$ cat config.mk
export PLATFORM = sky130hd
export DESIGN_NAME = adpll_chan_seq
export DESIGN_NICKNAME = d
export VERILOG_FILES = /design/src/rtl/adpll_chan_seq.sv
export SDC_FILE = /design/constraint.sdc
export NUM_CORES = 1
export LEC_CHECK = 0
export ABC_AREA = 1
export BUFFER_PORTS_ARGS = -buffer_cell sky130_fd_sc_hd__buf_4
export CAP_MARGIN = 40
export CORE_ASPECT_RATIO = 1.75
export CORE_MARGIN = 2
export CORE_UTILIZATION = 30
export CTS_CLUSTER_DIAMETER = 200
export DETAILED_ROUTE_END_ITERATION = 10
export MAX_ROUTING_LAYER = met4
export PLACE_DENSITY = 0.45
export SLEW_MARGIN = 20
export SYNTH_ARGS = -nofsm -noshare
export SYNTH_HDL_FRONTEND = slang
export SYNTH_SLANG_ARGS = --single-unit
$ cat constraint.sdc
create_clock -name clk -period 1.9 [get_ports clk]
set_input_delay 0.285 -clock clk [delete_from_list [all_inputs] [get_ports clk]]
set_output_delay 0.285 -clock clk [all_outputs]
set_load 0.01 [all_outputs]
$ cat src/rtl/adpll_chan_seq.sv
// Channel sequencer for adpll_ctr: masters its CPU bus to disable, program FCW/MODE,
// enable, then poll LOCK; reports lock, lock loss and lock timeout.
module adpll_chan_seq #(
  parameter int unsigned ADDR_W   = 5,
  parameter int unsigned DATA_W   = 32,
  parameter int unsigned FCW_W    = 26,
  parameter int unsigned A_FCW    = 0,
  parameter int unsigned A_MODE   = 1,
  parameter int unsigned A_EN     = 2,
  parameter int unsigned A_LOCK   = 3,
  parameter int unsigned POLL_GAP = 16,
  parameter int unsigned LOCK_TO  = 65535
) (
  input  logic              clk,
  input  logic              rst,
  input  logic              req_valid,
  output logic              req_ready,
  input  logic [FCW_W-1:0]  req_fcw,
  input  logic [1:0]        req_mode,
  input  logic              abort,
  output logic              busy,
  output logic              locked,
  output logic              done,
  output logic              lock_lost,
  output logic              err_timeout,
  output logic              m_valid,
  output logic [ADDR_W-1:0] m_address,
  output logic [DATA_W-1:0] m_wdata,
  output logic              m_wstrb,
  input  logic [1:0]        m_rdata,
  input  logic              m_ready
);

  localparam int unsigned CNT_W = 16;
  localparam logic [CNT_W-1:0] TO_MAX   = CNT_W'(LOCK_TO);
  localparam logic [CNT_W-1:0] GAP_LAST = CNT_W'(POLL_GAP - 1);

  localparam logic [3:0] S_IDLE    = 4'd0;
  localparam logic [3:0] S_DIS     = 4'd1;
  localparam logic [3:0] S_WR_FCW  = 4'd2;
  localparam logic [3:0] S_WR_MODE = 4'd3;
  localparam logic [3:0] S_WR_EN   = 4'd4;
  localparam logic [3:0] S_POLL_RD = 4'd5;
  localparam logic [3:0] S_PL_GAP  = 4'd6;
  localparam logic [3:0] S_LK_GAP  = 4'd7;
  localparam logic [3:0] S_LK_RD   = 4'd8;
  localparam logic [3:0] S_ABT     = 4'd9;
  localparam logic [3:0] S_ERR     = 4'd10;

  logic [3:0]        state_q, state_d;
  logic              en_flag_q, en_flag_d;
  logic [FCW_W-1:0]  fcw_q, fcw_d;
  logic [1:0]        mode_q, mode_d;
  logic [CNT_W-1:0]  to_cnt_q, to_cnt_d;
  logic [CNT_W-1:0]  gap_cnt_q, gap_cnt_d;
  logic              rdy_q, rdy_d;
  logic              busy_q, busy_d;
  logic              locked_q, locked_d;
  logic              done_q, done_d;
  logic              lost_q, lost_d;
  logic              err_q, err_d;
  logic              m_valid_q, m_valid_d;
  logic [ADDR_W-1:0] m_addr_q, m_addr_d;
  logic [DATA_W-1:0] m_wdata_q, m_wdata_d;
  logic              m_wstrb_q, m_wstrb_d;

  logic              xfer, accept, to_hit, abort_go, cfg_state;
  logic              iss, iss_wr;
  logic [ADDR_W-1:0] iss_addr;
  logic [DATA_W-1:0] iss_data;
  logic [CNT_W-1:0]  to_inc;
  logic              unused_rdata_hi;

  assign unused_rdata_hi = m_rdata[1];

  assign xfer      = m_valid_q & m_ready;
  assign accept    = req_valid & rdy_q & ~abort;
  assign to_hit    = (to_cnt_q == TO_MAX);
  assign to_inc    = to_hit ? to_cnt_q : to_cnt_q + CNT_W'(1);
  assign cfg_state = (state_q == S_WR_FCW) || (state_q == S_WR_MODE) || (state_q == S_WR_EN);

  // Next-state, bus issue and status flag logic
  always_comb begin
    state_d   = state_q;
    en_flag_d = en_flag_q;
    fcw_d     = fcw_q;
    mode_d    = mode_q;
    to_cnt_d  = to_cnt_q;
    gap_cnt_d = gap_cnt_q;
    locked_d  = locked_q;
    done_d    = 1'b0;
    lost_d    = 1'b0;
    err_d     = err_q;
    m_valid_d = m_valid_q & ~m_ready;
    m_addr_d  = m_addr_q;
    m_wdata_d = m_wdata_q;
    m_wstrb_d = m_wstrb_q;
    iss       = 1'b0;
    iss_wr    = 1'b1;
    iss_addr  = '0;
    iss_data  = '0;
    abort_go  = 1'b0;
    busy_d    = 1'b0;
    rdy_d     = 1'b0;

    if (accept) begin
      fcw_d    = req_fcw;
      mode_d   = req_mode;
      err_d    = 1'b0;
      locked_d = 1'b0;
      state_d  = en_flag_q ? S_DIS : S_WR_FCW;
    end else begin
      case (state_q)
        S_DIS: begin
          if (xfer) begin
            en_flag_d = 1'b0;
            state_d   = S_WR_FCW;
          end else if (!m_valid_q) begin
            iss = 1'b1; iss_addr = ADDR_W'(A_EN); iss_data = '0;
          end
        end
        S_WR_FCW: begin
          if (xfer) state_d = S_WR_MODE;
          else if (!m_valid_q) begin
            iss = 1'b1; iss_addr = ADDR_W'(A_FCW); iss_data = DATA_W'(fcw_q);
          end
        end
        S_WR_MODE: begin
          if (xfer) state_d = S_WR_EN;
          else if (!m_valid_q) begin
            iss = 1'b1; iss_addr = ADDR_W'(A_MODE); iss_data = DATA_W'(mode_q);
          end
        end
        S_WR_EN: begin
          if (xfer) begin
            en_flag_d = 1'b1;
            to_cnt_d  = '0;
            state_d   = S_POLL_RD;
          end else if (!m_valid_q) begin
            iss = 1'b1; iss_addr = ADDR_W'(A_EN); iss_data = DATA_W'(1);
          end
        end
        S_POLL_RD: begin
          to_cnt_d = to_inc;
          // A lock read completing on the timeout cycle takes precedence
          if (xfer && m_rdata[0]) begin
            locked_d  = 1'b1;
            done_d    = 1'b1;
            gap_cnt_d = '0;
            state_d   = S_LK_GAP;
          end else if ((xfer || !m_valid_q) && to_hit) begin
            err_d   = 1'b1;
            state_d = S_ERR;
          end else if (xfer) begin
            gap_cnt_d = '0;
            state_d   = S_PL_GAP;
          end else if (!m_valid_q) begin
            iss = 1'b1; iss_wr = 1'b0; iss_addr = ADDR_W'(A_LOCK);
          end
        end
        S_PL_GAP: begin
          to_cnt_d = to_inc;
          if (to_hit) begin
            err_d   = 1'b1;
            state_d = S_ERR;
          end else if (gap_cnt_q == GAP_LAST) state_d = S_POLL_RD;
          else gap_cnt_d = gap_cnt_q + CNT_W'(1);
        end
        S_LK_GAP: begin
          if (gap_cnt_q == GAP_LAST) state_d = S_LK_RD;
          else gap_cnt_d = gap_cnt_q + CNT_W'(1);
        end
        S_LK_RD: begin
          if (xfer) begin
            gap_cnt_d = '0;
            if (m_rdata[0]) state_d = S_LK_GAP;
            else begin
              locked_d = 1'b0;
              lost_d   = 1'b1;
              to_cnt_d = '0;
              state_d  = S_PL_GAP;
            end
          end else if (!m_valid_q) begin
            iss = 1'b1; iss_wr = 1'b0; iss_addr = ADDR_W'(A_LOCK);
          end
        end
        S_ABT: begin
          if (xfer) begin
            en_flag_d = 1'b0;
            state_d   = S_IDLE;
          end else if (!m_valid_q) begin
            iss = 1'b1; iss_addr = ADDR_W'(A_EN); iss_data = '0;
          end
        end
        default: ;
      endcase
    end

    // Abort once the bus is quiet; a partially programmed channel is also disabled
    abort_go = abort && (state_q != S_IDLE) && (state_q != S_ABT) && (!m_valid_q || xfer);
    if (abort_go) begin
      state_d   = (en_flag_d || cfg_state) ? S_ABT : S_IDLE;
      iss       = 1'b0;
      locked_d  = 1'b0;
      done_d    = 1'b0;
      lost_d    = 1'b0;
      err_d     = err_q;
      gap_cnt_d = '0;
    end

    if (iss) begin
      m_valid_d = 1'b1;
      m_addr_d  = iss_addr;
      m_wdata_d = iss_data;
      m_wstrb_d = iss_wr;
    end

    busy_d = !((state_d == S_IDLE) || (state_d == S_LK_GAP) ||
               (state_d == S_LK_RD) || (state_d == S_ERR));
    rdy_d  = !busy_d && !m_valid_d;
  end

  always_ff @(posedge clk or negedge rst) begin
    if (!rst) begin
      state_q   <= S_IDLE;
      en_flag_q <= 1'b0;
      fcw_q     <= '0;
      mode_q    <= '0;
      to_cnt_q  <= '0;
      gap_cnt_q <= '0;
      rdy_q     <= 1'b0;
      busy_q    <= 1'b0;
      locked_q  <= 1'b0;
      done_q    <= 1'b0;
      lost_q    <= 1'b0;
      err_q     <= 1'b0;
      m_valid_q <= 1'b0;
      m_addr_q  <= '0;
      m_wdata_q <= '0;
      m_wstrb_q <= 1'b0;
    end else begin
      state_q   <= state_d;
      en_flag_q <= en_flag_d;
      fcw_q     <= fcw_d;
      mode_q    <= mode_d;
      to_cnt_q  <= to_cnt_d;
      gap_cnt_q <= gap_cnt_d;
      rdy_q     <= rdy_d;
      busy_q    <= busy_d;
      locked_q  <= locked_d;
      done_q    <= done_d;
      lost_q    <= lost_d;
      err_q     <= err_d;
      m_valid_q <= m_valid_d;
      m_addr_q  <= m_addr_d;
      m_wdata_q <= m_wdata_d;
      m_wstrb_q <= m_wstrb_d;
    end
  end

  // Abort gates acceptance in the same cycle it is raised
  assign req_ready   = rdy_q & ~abort;
  assign busy        = busy_q;
  assign locked      = locked_q;
  assign done        = done_q;
  assign lock_lost   = lost_q;
  assign err_timeout = err_q;
  assign m_valid     = m_valid_q;
  assign m_address   = m_addr_q;
  assign m_wdata     = m_wdata_q;
  assign m_wstrb     = m_wstrb_q;

endmodule

# Yosys cells after proc, flatten, opt, wreduce, memory -nomap -nowiden
# Index checks and enable logic that the tools add are counted.
[op_classes]
mux = 87
addsub = 2
eq_ne = 28
bitwise_logic = 9
n_reduce_logical = 30
[ops]
columns = ["operator", "n"]
rows = [
  ["2-to-1 mux 16 bit", 11],
  ["2-to-1 mux 26 bit", 3],
  ["one-hot mux 26 bit (3 select lines)", 1],
  ["one-hot mux 16 bit (4 select lines)", 1],
  ["2-to-1 mux 4 bit", 15],
  ["one-hot mux 16 bit (3 select lines)", 1],
  ["2-to-1 mux 1 bit", 38],
  ["one-hot mux 4 bit (9 select lines)", 1],
  ["adder 16 x 1 -> 16 bit (second input constant)", 2],
  ["equality test 4 x 3 -> 1 bit (second input constant)", 5],
  ["!= test 4 bit (second input constant)", 5],
  ["one-hot mux 5 bit (4 select lines)", 1],
  ["equality test 16 bit (second input constant)", 1],
  ["equality test 16 x 4 -> 1 bit (second input constant)", 1],
  ["equality test 4 bit (second input constant)", 4],
  ["2-to-1 mux 2 bit", 8],
  ["!= test 3 bit (second input constant)", 4],
  ["2-to-1 mux 5 bit", 2],
  ["one-hot mux 1 bit (2 select lines)", 5],
  ["equality test 4 x 2 -> 1 bit (second input constant)", 2],
  ["!= test 2 bit (second input constant)", 4],
  ["AND reduction 4 bit", 2],
  ["nonzero test 4 bit", 2],
  ["logical OR 1 bit", 7],
  ["14 further kinds", 30],
]
[totals]
word_cells = 172
reg_bits = 110
in_bits = 35

# Depth between registers and ports, before layout
[logic_depth]
depth_word = 13
ltp_mapped = 16
mapped_depth_nobuf = 15

# Worst setup path after synthesis
# OpenSTA, ideal clock, no wires.
[synth_timing]
path_kind = "register to register"
from = "register to_cnt_q[0]"
to = "register m_wdata_q[10], in the netlist m_wdata[10]"
path_slack_ns = -0.028
stages_incl_launch_ff = 12
setup_time_ns = 0.135
path_buffers = 1
arrival_time_ns = 1.794
t_required_ns = 1.765
cell_sequence = "dfrtp_1 > ha_1 > nand2_1 > nor2_1 > nand2_1 > nor2_1 > nor2_1 > nor3_1 > nand2_1 > nand3_2 > clkbuf_1 > o31ai_1"
[synth_via]
elab_chain_cells = 7
[synth_lines]
columns = ["element", "line_no", "source"]
rows = [
  ["start: declaration", "54", "logic [CNT_W-1:0] to_cnt_q, to_cnt_d;"],
  ["start signal: assignment", "246", "to_cnt_q <= to_cnt_d;"],
  ["equality test 16 bit", "78", "assign to_hit = (to_cnt_q == TO_MAX);"],
  ["logical AND 1 bit", "151", "end else if ((xfer || !m_valid_q) && to_hit) begin"],
  ["2-to-1 mux 1 bit", "151", ""],
  ["2-to-1 mux 1 bit", "146", "if (xfer && m_rdata[0]) begin"],
  ["one-hot mux 1 bit (2 select lines)", "113", "case (state_q)"],
  ["2-to-1 mux 1 bit", "106", "if (accept) begin"],
  ["2-to-1 mux 1 bit", "201", "if (abort_go) begin"],
  ["end signal: assignment", "256", "m_wdata_q <= m_wdata_d;"],
  ["end: declaration", "64", "logic [DATA_W-1:0] m_wdata_q, m_wdata_d;"],
]
# No other way between the ends.
# A chain may end at the register's enable or synchronous reset.

# Worst setup path in the final report
[layout_timing]
from = "register state_q[3]"
to = "register gap_cnt_q[2]"
[layout_via]
elab_chain_cells = 6
[layout_lines]
columns = ["element", "line_no", "source"]
rows = [
  ["start: declaration", "50", "logic [3:0] state_q, state_d;"],
  ["start signal: assignment", "242", "state_q <= state_d;"],
  ["nonzero test 4 bit", "200", "abort_go = abort && (state_q != S_IDLE) && (state_q != S_ABT) && (!m_valid_q || xfer);"],
  ["logical AND 1 bit (3 in series)", "200", ""],
  ["!= test 4 bit (no line), or another cell as far along", "-", ""],
  ["AND reduction 4 bit (no line)", "-", ""],
  ["end signal: assignment", "247", "gap_cnt_q <= gap_cnt_d;"],
  ["end: declaration", "55", "logic [CNT_W-1:0] gap_cnt_q, gap_cnt_d;"],
]
# Several ways; a longest one is shown, not always the timed one. The select of a mux whose other input is x is not followed.

==> results.md <==
STA:
- The total of endpoints with negative setup slack in the final report is 19.
- Of the available clock period, the critical path in the final layout requires 1.03.
- The minimum clock period after layout is 1970 ps.
- Hold timing on the final database bottoms out at a slack of 123 ps.
- Setup repair after global routing could not meet its margin everywhere.
- Setup slack on the critical path of the routed design comes to -65.1 ps.
- The worst clock skew is 6.02 ps.
- The maximum clock rate is 509 MHz.
- The number of endpoints with negative hold slack in the final report is 0.
- The number of max-slew violations in the final report is 0.

Setup path:
- The arrival time at the worst endpoint is 2200 ps.
- The origin of the critical flop-to-flop path is state_q[3]$_DFF_PN0_.
- The kind of capture point of the worst setup path is a flip-flop.
- The required time of the critical path is 2140 ps.
- The number of cells on the worst reg-to-reg path is 10.
- The path type of the worst setup path is reg2reg.
- In this run the worst setup path begins at state_q[3]$_DFF_PN0_.
- STA classifies the critical path startpoint as a flip-flop.
- The maximum net fanout on the critical path is 8.

Clocking:
- The clock net sink count is 101.
- The clock input transition at the sequential cells of the worst setup and hold paths is 70 ps.
- TritonCTS built the clock tree.
- Buffers inserted during clock tree synthesis total 9.
- The level count of the clock H-tree is 3.
- The clock root buffer master is sky130_fd_sc_hd__clkbuf_16.
- The clock reaches the later pin of the worst-skew pair after 350 ps.
- The maximum number of buffers from clock root to sink is 2.

Final layout:
- The end-of-flow core utilization is 0.468.
- The final cell count without fillers is 1121.
- The final-stage net count is 922.
- The layout-stage area growth over the synthesis result is 53.6%.
- The layout cell share with drive strength beyond 1 is 0.426.
- 0 antenna diodes ended up in the layout.
- After routing the design area is 8160 um2.

Synth:
- The area share of the largest cell type after synthesis is 0.476.
- Summing every instance area after synthesis gives 5310 um2.
- Among all flip-flop cells after synthesis, the most frequent one is sky130_fd_sc_hd__dfrtp_1.
- The post-synthesis sequential area ratio is 0.476.
- Dividing the synthesized area by the synthesized cell count gives 7.81 um2.
- The biggest area consumer among synthesized cells is sky130_fd_sc_hd__dfrtp_1.
- Yosys mapped the design onto 44 distinct sky130hd cell types.
- In the synthesized netlist the async set-or-reset flop fraction comes to 1.00.
- Counting flops with a built-in enable in the synthesized netlist gives 0.
- Counting flops and latches in the post-synthesis netlist gives 101.
- Sorting the synthesized cells by area gives the leading types as sky130_fd_sc_hd__dfrtp_1 (48%), sky130_fd_sc_hd__nand2_1 (17%), sky130_fd_sc_hd__nor2_1 (4.5%).
- The cell count after synthesis came out at 680.
- Yosys printed 0 warnings.

Global routing:
- The total routing resource utilization after global routing is 0.179.
- The via count of the first global-routing pass is 5364.
- The first global-routing pass estimated 26400 um of wire.
- The total global routing overflow is 0.
- The maximum number of pins on one net before global-route repair is 44.
- The number of antenna violations at the first check in global routing is 0.

Routing:
- For this block, the initial DRC count from the detailed router was 163.
- Using the TritonRoute via totals, the vias-per-cell ratio works out to 4.73.
- After detailed routing, the number of remaining DRC violations is 0.
- Summing over every cut layer, the via total after detailed routing is 5302.
- The post-detailed-route count of antenna-violating nets is 0.
- After detailed routing, the average wire length per cell comes to 14.9 um.
- Before antenna repair, the detailed router went through 7 iterations.
- For this block, the routed nets add up to 16700 um of wire.

Die:
- The die extent in x is 105 um.
- The total area inside the core boundary comes to 17500 um2.
- The die covers 18800 um2.
- 80 I/O pins were placed.
- The initial utilization of the core area, before any placement, comes to 0.304.
- The floorplan has 64 rows.
- The vertical die dimension is 180 um.

Status:
- The final reports fail on setup timing.
- The run finished, with violations left.

Flow run:
- The count of maximum capacitance violations is 0.

Min path:
- The launch instance of the worst min-delay path is req_fcw[5].
- The class of the worst hold path is in2reg.
- Along the worst hold path, the cell count comes to 3.

Placement:
- Once placement completed, the tool counted placed cells totaling 1070.
- At the end of routability-driven placement, the weighted congestion stood at 0.886.
- The post-placement worst setup slack is -285 ps.
- The count of port buffers added during placement is 69.
- The total placed instance area is 6830 um2.
- Detailed placement finished with a half-perimeter wire length of 12100 um.

Power and ir drop:
- Power spread over the standard cell area amounts to 1430 nW/um2.
- In this run the static leakage power is 4.00 nW.
- The maximum vdd ir drop is 0.000747 V.
[placed cells by master, fill, tap and decap left out, types with 6 or more instances in the layout]
cell type	count
sky130_fd_sc_hd__a21oi_1	8
sky130_fd_sc_hd__buf_4	186
sky130_fd_sc_hd__buf_6	20
sky130_fd_sc_hd__clkbuf_16	11
sky130_fd_sc_hd__conb_1	9
sky130_fd_sc_hd__dfrtp_1	97
sky130_fd_sc_hd__inv_1	47
sky130_fd_sc_hd__inv_2	11
sky130_fd_sc_hd__nand2_1	190
sky130_fd_sc_hd__nand2_2	40
sky130_fd_sc_hd__nand2_4	11
sky130_fd_sc_hd__nand3_1	20
sky130_fd_sc_hd__nand3_2	6
sky130_fd_sc_hd__nand4_1	9
sky130_fd_sc_hd__nor2_1	47
sky130_fd_sc_hd__nor2_2	13
sky130_fd_sc_hd__nor2_4	11
sky130_fd_sc_hd__nor3_1	11
sky130_fd_sc_hd__o21ai_0	19
sky130_fd_sc_hd__o21ai_1	12
sky130_fd_sc_hd__o21ai_2	6
sky130_fd_sc_hd__o31ai_1	9
sky130_fd_sc_hd__o31ai_2	15
sky130_fd_sc_hd__o31ai_4	7
sky130_fd_sc_hd__xor2_1	6
[worst paths after layout]
path,end,slack [ps]
setup / recovery,gap_cnt_q[2]$_DFFE_PN0P_,-70
hold / removal,fcw_q[5]$_DFFE_PN0P_,120
setup reg to reg,gap_cnt_q[2]$_DFFE_PN0P_,-70
hold reg to reg,fcw_q[0]$_DFFE_PN0P_,480
max in group asynchronous,m_wdata[21]$_DFFE_PN0P_,860
min in group asynchronous,en_flag_q$_DFF_PN0_,450
[area by class of cell]
class / instances / area [um2]
fillers: 1787 / 9290
multi-input cells: 497 / 3000
flip-flops and latches: 101 / 2530
repair buffers: 214 / 1780
well taps: 231 / 289
inverters: 62 / 245
clock buffers: 11 / 233
clock inverters: 5 / 85.1
[synthesized netlist by cell type, drive strengths merged (2+ instances only)]
cell type,instances
a31oi,3
xor2,6
a211oi,2
nand3b,3
nand2,241
o211ai,2
nor3,14
nand3,29
buf,18
a21oi,13
o31ai,31
o21ai,39
nor2,71
clkbuf,11
inv,62
o22ai,7
nor4,3
dfrtp,101
nand4,10
ha,2
xnor2,3
[layer usage]
metal  vias to the layer above  wire [um]  GRT usage
li1                       2610          -          -
met1                      2560       6460      0.192
met2                       102       9320      0.325
met3                        30        446     0.0246
met4                         0        470     0.0816
met5                         -          0          -
[where the power goes]
part	total, mW	switching [mW]	internal (mW)
registers	3.18	0.395	2.79
clock network	2.00	0.840	1.16
logic	6.48	3.53	2.95
total	11.7	4.77	6.90
[registers in the layout, summed over array words and instances, names as in the netlist]
| signal | flops |
|---|---|
| done | 1 |
| m_wdata | 26 |
| rdy_q | 1 |
| locked | 1 |
| gap_cnt_q | 16 |
| fcw_q | 26 |
| m_valid | 1 |
| mode_q | 2 |
| lock_lost | 1 |
| busy | 1 |
| m_address | 2 |
| to_cnt_q | 16 |
| en_flag_q | 1 |
| state_q | 4 |
| err_timeout | 1 |
| m_wstrb | 1 |
[kinds of logic (layout without fill, tap and decap cells)]
family,count (synthesis),in the layout,share of synthesized area
and+or+nand+nor,372,373,0.296
AOI/OAI and AO/OA,104,104,0.128
DFF,101,101,0.476
buffers and inverters,91,292,0.0801
xor gates and xnor gates,9,9,0.0148
adders and majority gates,2,2,0.00471
other,1,9,0.000706
[worst max-delay path, stage by stage (launching register included)]
cell and delay [ps]:
sky130_fd_sc_hd__dfrtp_2 490, sky130_fd_sc_hd__nor2_4 250, sky130_fd_sc_hd__nand2_4 140, sky130_fd_sc_hd__nand2_4 110, sky130_fd_sc_hd__nor2_4 50, sky130_fd_sc_hd__buf_4 130
sky130_fd_sc_hd__nor3_4 240, sky130_fd_sc_hd__o21ai_4 100, sky130_fd_sc_hd__buf_6 150, sky130_fd_sc_hd__o21ai_1 110, sky130_fd_sc_hd__o21ai_1 70
[timing repair]
item | 4_1_cts | 5_1_grt
hold buffers | 1 | 0
hold endpoints to repair | 28 | 0
pin swaps | 36 | 32
gates cloned | 0 | 6
resized for setup | 78 | 107
setup endpoints to repair | 60 | 63
buffers inserted | 17 | 12
[per-stage QoR]
step                TNS (ps)  power (mW)
floorplan                  0        5.59
global placement       -8540        7.65
detailed placement     -8720        7.69
CTS                     -100        10.3
global route           -4810        12.4
finish                  -503        11.7
No activity file was read; power rests on OpenSTA's default activity.
